--- src/rtl/hfc_pkg.sv ---
// Shared types for the hazard/forwarding controller: forward-mux encoding,
// per-stage destination shadow record and the forward-select helper.
package hfc_pkg;

  localparam int HFC_REG_ADDR_W = 5;

  typedef enum logic [1:0] {
    FWD_REG = 2'b00,
    FWD_WB  = 2'b01,
    FWD_MEM = 2'b10
  } fwd_sel_t;

  typedef struct packed {
    logic [HFC_REG_ADDR_W-1:0] rd;
    logic                      regwrite;
    logic                      memread;
  } stage_info_t;

  // Select computed in ID, consumed one cycle later in EX: the EX producer
  // will then sit in MEM, the MEM producer in WB. Nearer stage wins.
  function automatic fwd_sel_t fwd_pick(input logic [HFC_REG_ADDR_W-1:0] src,
                                        input logic                      used,
                                        input stage_info_t               ex,
                                        input stage_info_t               mem);
    fwd_pick = FWD_REG;
    if (used && (src != '0)) begin
      if (ex.regwrite && (src == ex.rd))        fwd_pick = FWD_MEM;
      else if (mem.regwrite && (src == mem.rd)) fwd_pick = FWD_WB;
    end
  endfunction

endpackage

--- src/rtl/hazard_forward_ctrl_if.sv ---
// ID-side decode inputs and front-end/forward control outputs of the hazard
// controller. slave = controller side, master = pipeline side.
interface hazard_forward_ctrl_if #(
  parameter int REG_ADDR_W = hfc_pkg::HFC_REG_ADDR_W
);
  import hfc_pkg::*;

  logic [REG_ADDR_W-1:0] id_rs;
  logic [REG_ADDR_W-1:0] id_rt;
  logic                  id_uses_rs;
  logic                  id_uses_rt;
  logic [REG_ADDR_W-1:0] id_rd;
  logic                  id_regwrite;
  logic                  id_memread;
  logic                  id_muldiv;
  logic                  ex_branch_taken;

  fwd_sel_t              fwd_a_sel;
  fwd_sel_t              fwd_b_sel;
  logic                  pc_write;
  logic                  ifid_write;
  logic                  idex_bubble;
  logic                  flush_ifid;
  logic                  muldiv_busy;

  modport slave (
    input  id_rs, id_rt, id_uses_rs, id_uses_rt, id_rd,
           id_regwrite, id_memread, id_muldiv, ex_branch_taken,
    output fwd_a_sel, fwd_b_sel, pc_write, ifid_write,
           idex_bubble, flush_ifid, muldiv_busy
  );

  modport master (
    output id_rs, id_rt, id_uses_rs, id_uses_rt, id_rd,
           id_regwrite, id_memread, id_muldiv, ex_branch_taken,
    input  fwd_a_sel, fwd_b_sel, pc_write, ifid_write,
           idex_bubble, flush_ifid, muldiv_busy
  );

endinterface

--- src/rtl/hfc_muldiv_timer.sv ---
// EX-occupancy down-counter for multi-cycle mul/div; busy while non-zero.
module hfc_muldiv_timer #(
  parameter int LAT = 4
) (
  input  logic clk,
  input  logic rst,
  input  logic issue_i,
  output logic busy_o
);

  // LAT-1 is the largest value ever loaded
  localparam int CNT_W = (LAT > 2) ? $clog2(LAT) : 1;

  logic [CNT_W-1:0] cnt_q, cnt_d;

  always_comb begin
    cnt_d = cnt_q;
    if (cnt_q != '0)  cnt_d = cnt_q - 1'b1;
    else if (issue_i) cnt_d = CNT_W'(LAT - 1);
  end

  always_ff @(posedge clk or posedge rst) begin
    if (rst) cnt_q <= '0;
    else     cnt_q <= cnt_d;
  end

  assign busy_o = (cnt_q != '0);

endmodule

--- src/rtl/hazard_forward_ctrl.sv ---
// EX forwarding-select, load-use stall and branch-flush controller.
// Optional multi-cycle mul/div hold is built when HFC_MULDIV_EN is defined.
module hazard_forward_ctrl
  import hfc_pkg::*;
#(
  parameter int REG_ADDR_W = HFC_REG_ADDR_W,
  parameter int MULDIV_LAT = 4
) (
  input  logic                 clk,
  input  logic                 rst,
  hazard_forward_ctrl_if.slave bus
);

  logic [REG_ADDR_W-1:0] rs, rt;
  stage_info_t           id_info;
  stage_info_t           ex_q, ex_d, mem_q, mem_d, wb_q, wb_d;
  fwd_sel_t              fwd_a_q, fwd_a_d, fwd_b_q, fwd_b_d;
  fwd_sel_t              calc_a, calc_b;
  logic                  busy, flush, load_use, stall, bubble;

  assign rs = bus.id_rs;
  assign rt = bus.id_rt;

  always_comb begin
    id_info          = '0;
    id_info.rd       = bus.id_rd;
    id_info.regwrite = bus.id_regwrite;
    id_info.memread  = bus.id_memread;
  end

  // A taken branch is not acted on while mul/div owns EX.
  assign flush    = bus.ex_branch_taken && !busy;
  assign load_use = ex_q.memread && ex_q.regwrite && (ex_q.rd != '0) &&
                    ((bus.id_uses_rs && (rs == ex_q.rd)) ||
                     (bus.id_uses_rt && (rt == ex_q.rd)));
  assign stall    = load_use && !flush && !busy;
  assign bubble   = flush || stall;

  assign calc_a = fwd_pick(rs, bus.id_uses_rs, ex_q, mem_q);
  assign calc_b = fwd_pick(rt, bus.id_uses_rt, ex_q, mem_q);

  always_comb begin
    ex_d    = id_info;
    mem_d   = ex_q;
    wb_d    = mem_q;
    fwd_a_d = calc_a;
    fwd_b_d = calc_b;
    if (busy) begin
      // ID/EX frozen; the vacated MEM slot fills with a bubble
      ex_d    = ex_q;
      mem_d   = '0;
      fwd_a_d = fwd_a_q;
      fwd_b_d = fwd_b_q;
    end else if (bubble) begin
      ex_d    = '0;
      fwd_a_d = FWD_REG;
      fwd_b_d = FWD_REG;
    end
  end

  always_ff @(posedge clk or posedge rst) begin
    if (rst) begin
      ex_q    <= '0;
      mem_q   <= '0;
      wb_q    <= '0;
      fwd_a_q <= FWD_REG;
      fwd_b_q <= FWD_REG;
    end else begin
      ex_q    <= ex_d;
      mem_q   <= mem_d;
      wb_q    <= wb_d;
      fwd_a_q <= fwd_a_d;
      fwd_b_q <= fwd_b_d;
    end
  end

`ifdef HFC_MULDIV_EN
  logic issue;

  assign issue = bus.id_muldiv && !bubble && !busy;

  hfc_muldiv_timer #(.LAT(MULDIV_LAT)) u_timer (
    .clk     (clk),
    .rst     (rst),
    .issue_i (issue),
    .busy_o  (busy)
  );
`else
  assign busy = 1'b0;
`endif

  assign bus.fwd_a_sel   = fwd_a_q;
  assign bus.fwd_b_sel   = fwd_b_q;
  assign bus.pc_write    = !stall && !busy;
  assign bus.ifid_write  = !stall && !busy;
  assign bus.idex_bubble = bubble;
  assign bus.flush_ifid  = flush;
  assign bus.muldiv_busy = busy;

endmodule

--- src/flat_wrapper.sv ---
// flat-port wrapper written by rule: the top's interface ports become plain ports
module hazard_forward_ctrl_flat import hfc_pkg::*;
#(
  parameter int REG_ADDR_W = HFC_REG_ADDR_W,
  parameter int MULDIV_LAT = 4
)
  (clk, rst, bus_id_rs, bus_id_rt, bus_id_uses_rs, bus_id_uses_rt, bus_id_rd, bus_id_regwrite, bus_id_memread, bus_id_muldiv, bus_ex_branch_taken, bus_fwd_a_sel, bus_fwd_b_sel, bus_pc_write, bus_ifid_write, bus_idex_bubble, bus_flush_ifid, bus_muldiv_busy);
  hazard_forward_ctrl_if #(.REG_ADDR_W(REG_ADDR_W)) bus_i ();
  input  logic clk;
  input  logic rst;
  input wire logic [$bits(bus_i.id_rs)-1:0] bus_id_rs;
  input wire logic [$bits(bus_i.id_rt)-1:0] bus_id_rt;
  input wire logic [$bits(bus_i.id_uses_rs)-1:0] bus_id_uses_rs;
  input wire logic [$bits(bus_i.id_uses_rt)-1:0] bus_id_uses_rt;
  input wire logic [$bits(bus_i.id_rd)-1:0] bus_id_rd;
  input wire logic [$bits(bus_i.id_regwrite)-1:0] bus_id_regwrite;
  input wire logic [$bits(bus_i.id_memread)-1:0] bus_id_memread;
  input wire logic [$bits(bus_i.id_muldiv)-1:0] bus_id_muldiv;
  input wire logic [$bits(bus_i.ex_branch_taken)-1:0] bus_ex_branch_taken;
  output wire logic [$bits(bus_i.fwd_a_sel)-1:0] bus_fwd_a_sel;
  output wire logic [$bits(bus_i.fwd_b_sel)-1:0] bus_fwd_b_sel;
  output wire logic [$bits(bus_i.pc_write)-1:0] bus_pc_write;
  output wire logic [$bits(bus_i.ifid_write)-1:0] bus_ifid_write;
  output wire logic [$bits(bus_i.idex_bubble)-1:0] bus_idex_bubble;
  output wire logic [$bits(bus_i.flush_ifid)-1:0] bus_flush_ifid;
  output wire logic [$bits(bus_i.muldiv_busy)-1:0] bus_muldiv_busy;
  assign bus_i.id_rs = bus_id_rs;
  assign bus_i.id_rt = bus_id_rt;
  assign bus_i.id_uses_rs = bus_id_uses_rs;
  assign bus_i.id_uses_rt = bus_id_uses_rt;
  assign bus_i.id_rd = bus_id_rd;
  assign bus_i.id_regwrite = bus_id_regwrite;
  assign bus_i.id_memread = bus_id_memread;
  assign bus_i.id_muldiv = bus_id_muldiv;
  assign bus_i.ex_branch_taken = bus_ex_branch_taken;
  assign bus_fwd_a_sel = bus_i.fwd_a_sel;
  assign bus_fwd_b_sel = bus_i.fwd_b_sel;
  assign bus_pc_write = bus_i.pc_write;
  assign bus_ifid_write = bus_i.ifid_write;
  assign bus_idex_bubble = bus_i.idex_bubble;
  assign bus_flush_ifid = bus_i.flush_ifid;
  assign bus_muldiv_busy = bus_i.muldiv_busy;
  hazard_forward_ctrl #(.REG_ADDR_W(REG_ADDR_W), .MULDIV_LAT(MULDIV_LAT)) u_core (.clk(clk), .rst(rst), .bus(bus_i));
endmodule
--- config.mk ---
export PLATFORM = sky130hd
export DESIGN_NAME = hazard_forward_ctrl_flat
export DESIGN_NICKNAME = d
export VERILOG_FILES = /design/src/rtl/hfc_pkg.sv /design/src/rtl/hazard_forward_ctrl_if.sv /design/src/rtl/hfc_muldiv_timer.sv /design/src/rtl/hazard_forward_ctrl.sv /design/src/flat_wrapper.sv
export SDC_FILE = /design/constraint.sdc
export NUM_CORES = 1
export LEC_CHECK = 0
export CORE_UTILIZATION = 24
export CTS_CLUSTER_SIZE = 30
export DETAILED_ROUTE_END_ITERATION = 16
export PLACE_DENSITY = 0.52
export SYNTH_ARGS = -nofsm -noshare
export SYNTH_HDL_FRONTEND = slang
export SYNTH_SLANG_ARGS = --single-unit
export TNS_END_PERCENT = 10
--- constraint.sdc ---
create_clock -name clk -period 1.6 [get_ports clk]
set_input_delay 0.16 -clock clk [delete_from_list [all_inputs] [get_ports clk]]
set_output_delay 0.16 -clock clk [all_outputs]
set_load 0.1 [all_outputs]
==> metrics.csv, run 1 <==
stage,metric,value,unit
run_status,status,"complete, but fails checks",
run_status,failed_checks,setup timing,
synth,yosys-top-cells-area,"dfrtp_1 (49%), xnor2_1 (12%), xor2_1 (8.1%), nor3b_1 (6.1%), nand3_1 (2.9%)",
drt,wire_per_inst,12.9,microns
setup_path,cp_slowest_cell,dfrtp_1,
synth,synth_edf_count,0,
final_layout,final_nets,162,
setup_path,ff2ff_path_depth,14,
synth,synth_common_cells,"dfrtp_1 (17), xnor2_1 (12), xor2_1 (8)",
timing,fmax,459,MHz
grt,grt_pass1_wl,4.13,mm
pwr,power_frac_seq,46.6,%
timing,finalSetupViolations,14,
timing,hold_viol,0,
setup_path,end_kind,flop,
pwr,combPwrFrac,30.2,%
synth,yosysMostFrequentCell,dfrtp_1,
grt,grt-ovfl-total,0,
pwr,power_frac_clock,23.2,%
final_layout,post-route-util,48.6,%
die,top_level_ports,32,
pwr,cell_internal_pwr,0.711,mW
die,die_x,62.2,microns
pwr,power_density,600,nW/um^2
setup_path,required,1.78,ns
clocking,clk_pin_slew,0.10,ns
synth,synth_cell_type_count,23,
clocking,cts.sinks,17,
setup_path,reg2reg_from,u_core.ex_q[5]$_DFF_PP0_,
synth,syn_nets,103,
synth,yosys.area.top_type,dfrtp_1,
synth,synthFlopType,dfrtp_1,
grt,grt_max_degree,18,
timing,fin_ws,-0.581,ns
place,place.gp.congestion,0.789,
place,port_buffers,29,
timing,setup_tns,-4.35,ns
setup_path,critPathMaxStageDelay,0.39,ns
synth,yosysWarnings,0,
final_layout,final_layout_size_suffix_gt1_share,47.8,%
timing,skew,0.0103,ns
synth,syn_inst,80,
clocking,clk_latency,0.29,ns
final_layout,antennaDiodeCount,0,
setup_path,crit_fanout,3,
clocking,cts_buffers,3,
grt,antenna_found_initial,0,
clocking,clk_path_buf_depth,2,
die,die-height,62.2,microns
timing,rsz0062_at_grt,true,
drt,first_pass_iters,4,
die,coreArea,3390,sq um
final_layout,ff_latch_area,425,sq um
synth,synth_area,868,sq um
synth,synth_seq_cells,17,
grt,track_usage,13.7,%
die,dieArea,3860,sq um
synth,synth.top_cell.area_share,49.0,%
drt,ant_nets,0,
synth,syn_avg_cell_area,10.9,sq um
drt,viasPerCell,4.34,
timing,period_minus_slack,2.18,ns
clocking,htree_num_levels,1,
worst_hold_path,holdCritPathClass,in2async,
timing,finalMaxSlewViolations,0,
drt,vias,798,
pwr,leakage,0.718,nW
setup_path,r2r_setup_slack,-0.58,ns
setup_path,cp-start-kind,flop,
setup_path,critPathBufInv,9,
final_layout,multi_input_area,527,sq um
grt,grt_pass1_vias,893,
final_layout,fill_cells,309,
pwr,peakVddDrop,0.000318,V
clocking,root_buffer,clkbuf_4,
place,hpwl,1.76,mm
setup_path,critical_path.top_delay_family,buffers and inverters,
final_layout,areaGrowthSynthToFinish,89.6,%
setup_path,cpMostUsedCell,buf_4,
drt,drt_iter0_drc,5,
setup_path,crit_arrival,2.36,ns
pwr,p_sw_share,28.0,%
drt,routed_wl,2.38,mm
pwr,switching_power,0.277,mW
drt,route.detailed.drc,0,
synth,ys_seq_area_share,49.0,%
setup_path,r2r_end,u_core.bus.fwd_a_sel[0]$_DFF_PP0_,
timing,fin_crit_sh,136,%
clocking,cts_tree,yes,
setup_path,crit_type,reg2reg,
synth,async_flop_share,100,%
die,num_rows,21,
run,maxCapViolations,0,
die,initial_core_util,25.6,%
setup_path,worstPathCellList,buf_4 -> xnor2_2 -> nand3_2 -> buf_4 -> buf_4 -> buf_4 -> buf_4 -> buf_4 -> buf_4 -> buf_4 -> buf_4 -> nor2_2 -> nand2_2 -> nor4b_2,
[power by group through the flow]
stage                     Clock (mW)  Combinational (mW)  Sequential (mW)
after floorplan                    0               0.109            0.470
after global placement             0               0.238            0.466
after detailed placement           0               0.239            0.467
after CTS                      0.237               0.287            0.459
after global routing           0.268               0.318            0.463
final                          0.229               0.298            0.461
[timing repair]
action | 4_1_cts | 5_1_grt
hold buffers | 0 | 0
buffers inserted | 9 | 1
pin swaps | 6 | 4
gates resized for setup | 16 | 9
setup endpoints to repair | 14 | 14
endpoints found under the hold margin | 0 | 0
[logic make-up after synthesis]
logic type	after synthesis	synth area share, %
other cells	1	0.432
flops	17	49.0
simple gates	31	21.2
compound gates	4	4.03
xor+xnor	20	20.2
buf+inv	7	5.19
[worst register-to-register path, cell delays in order, from the launching register on]
cell and delay (ns):
dfrtp_1 0.39, buf_4 0.15, xnor2_2 0.13, nand3_2 0.09, buf_4 0.14, buf_4 0.12, buf_4 0.12, buf_4 0.12
buf_4 0.11, buf_4 0.12, buf_4 0.12, buf_4 0.13, nor2_2 0.11, nand2_2 0.07, nor4b_2 0.16
[stage by stage]
stage	hold slack (ns)	setup slack, ns	instance area (sq um)	power [mW]	cells
after floorplan	0.0861	-0.381	885	0.579	80
after global placement	0.427	-0.482	1410	0.704	170
after detailed placement	0.428	-0.546	1410	0.706	170
after CTS	0.185	-0.598	1600	0.982	183
after global routing	0.210	-0.690	1650	1.05	184
final	0.174	-0.581	1650	0.988	184
[placed cells by master (no fill, tap or decap), drive strengths merged]
cell            n
or2             1
nor2            3
clkbuf          4
nor4b           2
o32ai           1
nor3b           7
or4             2
a211o           1
or2b            1
xor2            8
nand3           5
nor2b           1
buf            38
dfrtp          17
nor3            3
inv             2
xnor2          12
nor4            2
nand2           4
conb            1
o2111a          1
clkdlybuf4s50  21
o21ai           1
[layer usage]
metal  wire [microns]  vias up  global-route usage (%)
met5                0        -                       0
met4               10        0                    3.49
met3               89        2                    3.31
met2             1380       23                    26.6
met1              896      390                    14.4
li1                 -      383                       -
[worst max path at each step]
stage | from | endpoint | slack, ns | cells after the start
final | u_core.ex_q[5]$_DFF_PP0_ | u_core.bus.fwd_a_sel[0]$_DFF_PP0_ | -0.58 | 14
after global routing | u_core.ex_q[6]$_DFF_PP0_ | u_core.bus.fwd_a_sel[0]$_DFF_PP0_ | -0.69 | 14
after CTS | u_core.ex_q[3]$_DFF_PP0_ | bus_idex_bubble | -0.60 | 5
after detailed placement | bus_id_rs[2] | bus_ifid_write | -0.55 | 7
after global placement | bus_id_rs[2] | bus_pc_write | -0.48 | 7
after floorplan | u_core.ex_q[5]$_DFF_PP0_ | bus_pc_write | -0.38 | 4
[flip-flops by register name (all words and copies together) (netlist names)]
name                  flops
u_core.ex_q               7
u_core.mem_q              6
u_core.bus.fwd_a_sel      2
u_core.bus.fwd_b_sel      2
[cell type report]
| type | instances | area share, % |
|---|---|---|
| Clock buffer | 4 | 1.60 |
| Timing Repair Buffer | 59 | 36.6 |
| Inverter | 2 | 0.456 |
| Tap cell | 46 | 3.50 |
| Multi-Input combinational cell | 56 | 32.0 |
| Sequential cell | 17 | 25.8 |
(Power assumes the default switching activity.)
==> run 2: changes to the inputs <==
--- a/config.mk
+++ b/config.mk
@@ -8,6 +8,7 @@
 export CORE_UTILIZATION = 24
 export CTS_CLUSTER_SIZE = 30
 export DETAILED_ROUTE_END_ITERATION = 16
+export GPL_ROUTABILITY_DRIVEN = 0
 export PLACE_DENSITY = 0.52
 export SYNTH_ARGS = -nofsm -noshare
 export SYNTH_HDL_FRONTEND = slang
==> constraint.sdc (replaced) <==
create_clock -name clk -period 1.6 [get_ports clk]
set_input_delay 0.16 -clock clk [delete_from_list [all_inputs] [get_ports clk]]
set_output_delay 0.16 -clock clk [all_outputs]
set_load 0.01 [all_outputs]
==> run 2 against run 1 <==
Against the previous run:
- largest cell class unchanged
- the run still ends with setup timing left
- flip-flop and latch count stayed put
- critical endpoint is now bus_idex_bubble
- largest power group unchanged
- fmax is 2.1% lower
- clock power is 9% higher
==> metrics.csv, run 2 (synthesis results as in run 1) <==
stage,metric,value,unit,change
drt,drt_iter0_drc,4,,-1
setup_path,critPathBufInv,3,,-6
grt,grt-ovfl-total,0,,unchanged
final_layout,mostFrequentLayoutCell,clkdlybuf4s50_1,,
final_layout,post-route-util,47.7,%,-0.85 points
place,hpwl,1.67,mm,-5.3%
setup_path,crit_fanout,3,,unchanged
drt,vias,786,,-1.5%
setup_path,r2r_setup_slack,-0.41,ns,+0.17 ns
setup_path,crit_arrival,2.07,ns,-0.29 ns
final_layout,final_cell_mix,"clkdlybuf4s50_1 (26), buf_4 (24), dfrtp_1 (16)",,
final_layout,antennaDiodeCount,0,,unchanged
grt,grt_max_degree,18,,unchanged
grt,grt_pass1_wl,3.86,mm,-6.5%
final_layout,top_regs,"u_core.ex_q x7, u_core.mem_q x6",,
die,top_level_ports,32,,unchanged
timing,fin_ws,-0.627,ns,-0.0467 ns
place,port_buffers,29,,unchanged
place,dp_slack,-0.829,ns,-0.283 ns
setup_path,worstSetupEndpoint,bus_idex_bubble,,
run_status,failed_checks,setup timing,,
pwr,power_density,616,nW/um^2,+2.6%
timing,setup_tns,-4.17,ns,+0.180 ns
setup_path,end_kind,primary output,,
clocking,clk_path_buf_depth,2,,unchanged
timing,hold_ws,0.142,ns,-0.0312 ns
timing,finalSetupViolations,14,,unchanged
setup_path,crit_type,reg2out,,
timing,fin_crit_sh,139,%,+2.9 points
run_status,status,"complete, but fails checks",,
clocking,root_buffer,clkbuf_4,,
setup_path,worstSetupStartpoint,u_core.ex_q[3]$_DFF_PP0_,,
clocking,clk_latency,0.30,ns,about the same
run,maxCapViolations,0,,unchanged
drt,wire_per_inst,12.6,microns,-2.8%
clocking,htree_num_levels,1,,unchanged
setup_path,worst-path-stages,6,,-8
final_layout,largest-register,u_core.ex_q,,
place,dp.cells,167,,-1.8%
drt,viasPerCell,4.20,,-3.1%
final_layout,fill_cells,329,,+6.5%
die,die_x,62.2,microns,unchanged
timing,hold_viol,0,,unchanged
pwr,peakVddDrop,0.000491,V,+54%
timing,period_minus_slack,2.23,ns,+0.0467 ns
setup_path,required,1.44,ns,-0.34 ns
clocking,cts.sinks,17,,unchanged
setup_path,critical_path.top_delay_family,simple AND/OR/NAND/NOR gates,,
timing,rsz0062_at_grt,true,,
die,coreArea,3390,sq um,unchanged
die,die-height,62.2,microns,unchanged
setup_path,worstPathCellList,buf_4 -> or4_4 -> o2111a_2 -> buf_4 -> or2_4 -> buf_2,,
final_layout,multi_input_area,531,sq um,+0.71%
setup_path,ff2ff_path_depth,13,,-1
drt,ant_nets,0,,unchanged
timing,skew,0.0144,ns,+0.00410 ns
setup_path,cpMostUsedCell,buf_4,,
worst_hold_path,holdCritPathClass,in2async,,
setup_path,r2r_end,u_core.bus.fwd_a_sel[0]$_DFF_PP0_,,
drt,route.detailed.drc,0,,unchanged
grt,antenna_found_initial,0,,unchanged
die,num_rows,21,,unchanged
setup_path,critPathMaxStageDelay,0.43,ns,+0.04 ns
grt,grt_pass1_vias,790,,-12%
final_layout,final_nets,165,,+1.9%
final_layout,areaGrowthSynthToFinish,86.3,%,
drt,routed_wl,2.35,mm,-1.2%
die,dieArea,3860,sq um,unchanged
setup_path,cp-start-kind,flop,,
setup_path,reg2reg_from,u_core.ex_q[2]$_DFF_PP0_,,
die,initial_core_util,25.6,%,unchanged
final_layout,layout.cells.non_filler,187,,+1.6%
final_layout,final_layout_size_suffix_gt1_share,45.4,%,-2.4 points
final_layout,largest_register_ffs,7,,unchanged
setup_path,cp_slowest_cell,dfrtp_1,,
timing,fmax,449,MHz,-2.1%
clocking,cts_tree,yes,,
timing,finalMaxSlewViolations,0,,unchanged
drt,first_pass_iters,2,,-2
final_layout,ff_latch_area,427,sq um,+0.29%
grt,track_usage,12.9,%,-0.76 points
clocking,cts_buffers,3,,unchanged
pwr,leakage,0.690,nW,-3.9%
clocking,clk_pin_slew,0.12,ns,+0.02 ns
==> run 2: cell count changes in the layout (fill, tap and decap cells not counted), sizes merged <==
cell | before | now
buf | 38 | 36
clkinvlp | 0 | 1
clkdlybuf4s50 | 21 | 26
clkbuf | 4 | 3
==> run 2: worst min path at each step <==
stage | to | cells after the start | slack, ns
6_report | u_core.ex_q[0]$_DFF_PP0_ | 3 | 0.14
4_1_cts | u_core.ex_q[5]$_DFF_PP0_ | 3 | 0.15
5_1_grt | u_core.ex_q[1]$_DFF_PP0_ | 3 | 0.15
3_3_place_gp | u_core.mem_q[1]$_DFF_PP0_ | 0 | 0.43
3_5_place_dp | u_core.mem_q[1]$_DFF_PP0_ | 0 | 0.44
2_1_floorplan | u_core.bus.fwd_a_sel[0]$_DFF_PP0_ | 1 | 0.09
==> run 2: final cells by class <==
class | instances | area share [%]
Clock buffer | 3 | 1.39
Sequential cell | 17 | 26.4
Inverter | 2 | 0.464
Clock inverter | 1 | 0.464
Multi-Input combinational cell | 56 | 32.8
Timing Repair Buffer | 62 | 35.0
Tap cell | 46 | 3.56
==> run 2: report_power, final <==
part | switching, mW | total [mW] | internal [mW]
combinational | 0.103 | 0.283 | 0.180
clock | 0.153 | 0.249 | 0.0953
sequential | 0.0175 | 0.464 | 0.447
total | 0.274 | 0.996 | 0.722
==> run 2: tightest hold or removal path, stage by stage <==
cell and delay [ns]:
clkdlybuf4s50_1 0.39, inv_1 0.05, buf_4 0.24
==> run 2: timing repair <==
item,in CTS,in global routing
hold buffers,0,0
pin swaps,10,4
endpoints found under the setup margin,14,14
buffers inserted,15,2
gates resized for setup,39,8
==> run 2: stage by stage <==
step	cell area (sq um)	total power, mW
floorplan	871	0.550
global placement	1310	0.663
detailed placement	1310	0.664
CTS	1560	0.982
global route	1620	1.04
finish	1620	0.996
==> run 2: per-layer routing <==
metal,routed length [microns],track usage (%),share of wire [%]
met5,0,0,0
met4,16,2.62,0.68
met2,1210,22.7,52
met1,1020,15.7,44
met3,94,3.49,4.0
==> run 3: changes to the inputs <==
--- a/config.mk
+++ b/config.mk
@@ -5,6 +5,7 @@
 export SDC_FILE = /design/constraint.sdc
 export NUM_CORES = 1
 export LEC_CHECK = 0
+export CORE_ASPECT_RATIO = 0.5
 export CORE_UTILIZATION = 24
 export CTS_CLUSTER_SIZE = 30
 export DETAILED_ROUTE_END_ITERATION = 16
==> run 3 against run 2 <==
Against the previous run:
- the flow still finishes with violations (setup timing)
- routed wire length fell by 9.2%
- non-clock buffer count fell by 10
- worst setup slack improved by 0.22 ns
- clock skew fell by 0.013 ns
- total power rose by 2.3%
- critical path type unchanged
- largest cell class is now multi-input gates
==> metrics.csv, run 3 (synthesis results as in run 1) <==
stage,metric,value,unit,change
timing,fin_ws,-0.407,ns,+0.220 ns
setup_path,critical_path.top_delay_family,flip-flops,,
clocking,htree_num_levels,1,,unchanged
final_layout,mostFrequentLayoutCell,clkdlybuf4s50_1,,
die,coreArea,3450,sq um,+1.9%
run_status,status,"complete, but fails checks",,
setup_path,critPathMaxStageDelay,0.46,ns,+0.03 ns
timing,finalMaxSlewViolations,0,,unchanged
pwr,power_density,656,nW/um^2,+6.5%
die,initial_core_util,25.1,%,-0.47 points
drt,route.detailed.drc,0,,unchanged
timing,setup_tns,-2.85,ns,+1.31 ns
timing,fmax,498,MHz,+11%
drt,drt_iter0_drc,22,,+18
setup_path,r2r_setup_slack,-0.30,ns,+0.11 ns
grt,grt_pass1_vias,751,,-4.9%
grt,grt_pass1_wl,3.55,mm,-8.0%
final_layout,top_regs,"u_core.ex_q x7, u_core.mem_q x6",,
clocking,holdBufCountCts,0,,unchanged
pwr,finalPower,1.02,mW,+2.3%
worst_hold_path,holdCritPathClass,in2async,,
pwr,leakage,0.658,nW,-4.7%
final_layout,final_nets,155,,-6.1%
clocking,root_buffer,clkbuf_8,,
grt,track_usage,12.3,%,-0.60 points
timing,period_minus_slack,2.01,ns,-0.220 ns
setup_path,ff2ff_path_depth,5,,-8
setup_path,reg2reg_from,u_core.ex_q[5]$_DFF_PP0_,,
final_layout,areaGrowthSynthToFinish,78.8,%,
setup_path,worst-path-stages,6,,unchanged
drt,viasPerCell,4.14,,-1.4%
setup_path,required,1.44,ns,about the same
die,die_x,87.1,microns,+40%
place,hpwl,1.70,mm,+2.0%
timing,finalSetupViolations,14,,unchanged
run_status,failed_checks,setup timing,,
setup_path,cp_slowest_cell,dfrtp_2,,
clocking,clk_pin_slew,0.06,ns,-0.06 ns
place,port_buffers,29,,unchanged
setup_path,cp-start-kind,flop,,
grt,grt_max_degree,18,,unchanged
clocking,cts.sinks,17,,unchanged
final_layout,largest-register,u_core.ex_q,,
clocking,clk_path_buf_depth,2,,unchanged
setup_path,critPathBufInv,1,,-2
drt,routed_wl,2.13,mm,-9.2%
setup_path,worstPathCellList,xnor2_1 -> nand3_2 -> o32ai_2 -> o2111a_2 -> or2b_1 -> buf_2,,
final_layout,largest_register_ffs,7,,unchanged
setup_path,crit_fanout,4,,+1
final_layout,layout.cells.non_filler,182,,-2.7%
pwr,peakVddDrop,0.000232,V,-53%
clocking,cts_tree,yes,,
drt,first_pass_iters,4,,+2
final_layout,antennaDiodeCount,0,,unchanged
clocking,cts_buffers,3,,unchanged
grt,antenna_found_initial,0,,unchanged
clocking,clk_latency,0.25,ns,-0.05 ns
die,top_level_ports,32,,unchanged
setup_path,end_kind,primary output,,
final_layout,final_layout_size_suffix_gt1_share,44.3,%,-1.1 points
timing,hold_viol,0,,unchanged
setup_path,r2r_end,u_core.bus.fwd_b_sel[0]$_DFF_PP0_,,
drt,vias,754,,-4.1%
place,dp.cells,171,,+2.4%
drt,wire_per_inst,11.7,microns,-6.7%
grt,grt-ovfl-total,0,,unchanged
drt,ant_nets,0,,unchanged
final_layout,final_cell_mix,"clkdlybuf4s50_1 (26), buf_4 (20), dfrtp_1 (14)",,
timing,hold_ws,0.215,ns,+0.0732 ns
setup_path,crit_arrival,1.85,ns,-0.22 ns
timing,fin_crit_sh,125,%,-14 points
die,die-height,44.5,microns,-28%
die,num_rows,15,,-29%
timing,rsz0062_at_grt,true,,
run,maxCapViolations,0,,unchanged
timing,skew,0.00114,ns,-0.0133 ns
setup_path,crit_type,reg2out,,
die,dieArea,3880,sq um,+0.38%
[run 3: worst max path at each step]
| stage | start | endpoint | slack [ns] |
|---|---|---|---|
| 6_report | u_core.ex_q[2]$_DFF_PP0_ | bus_ifid_write | -0.41 |
| 5_1_grt | u_core.ex_q[2]$_DFF_PP0_ | bus_pc_write | -0.51 |
| 4_1_cts | u_core.ex_q[2]$_DFF_PP0_ | bus_ifid_write | -0.40 |
| 3_5_place_dp | bus_id_rs[0] | bus_ifid_write | -0.73 |
| 3_3_place_gp | bus_id_rs[0] | bus_ifid_write | -0.71 |
| 2_1_floorplan | u_core.ex_q[5]$_DFF_PP0_ | bus_idex_bubble | -0.11 |
[run 3: per-layer routing]
metal	vias up	share of wire [%]	GRT usage (%)
li1	372	-	-
met1	364	50	17.9
met2	18	46	19.2
met3	0	4.0	2.99
met4	0	0	1.00
met5	-	0	0
[run 3: what timing repair did]
item / in CTS / in global routing
cloned: 0 / 0
pin swaps: 8 / 6
setup buffers: 7 / 0
setup endpoints to repair: 14 / 14
gates resized for setup: 30 / 13
[run 3: worst register-to-register path, stage by stage, from the launching register on]
cell and delay (ns):
dfrtp_1 0.43, or4_1 0.53, o2111a_2 0.27, buf_4 0.14
buf_6 0.13, nor4b_1 0.30
[run 3: per-stage QoR]
stage	instance area [sq um]	util (%)	setup slack, ns
after global routing	1550	45.0	-0.509
after floorplan	871	-	-0.107
after CTS	1490	43.0	-0.404
after detailed placement	1310	37.9	-0.728
final	1550	45.0	-0.407
after global placement	1310	37.9	-0.706
[run 3: final cells by class]
type / instances / area, sq um
sequential: 17 / 429
clock buffer: 3 / 41.3
clock inverter: 1 / 5.00
fill: 341 / 1900
timing repair buffer: 52 / 459
multi-input combinational: 56 / 547
inverter: 2 / 7.51
tap: 51 / 63.8
[run 3: power by group]
group          total (mW)  switching, mW  internal (mW)  leakage [nW]
Combinational       0.233         0.0874          0.145         0.413
Sequential          0.469         0.0208          0.448         0.219
Clock               0.317          0.144          0.173        0.0255
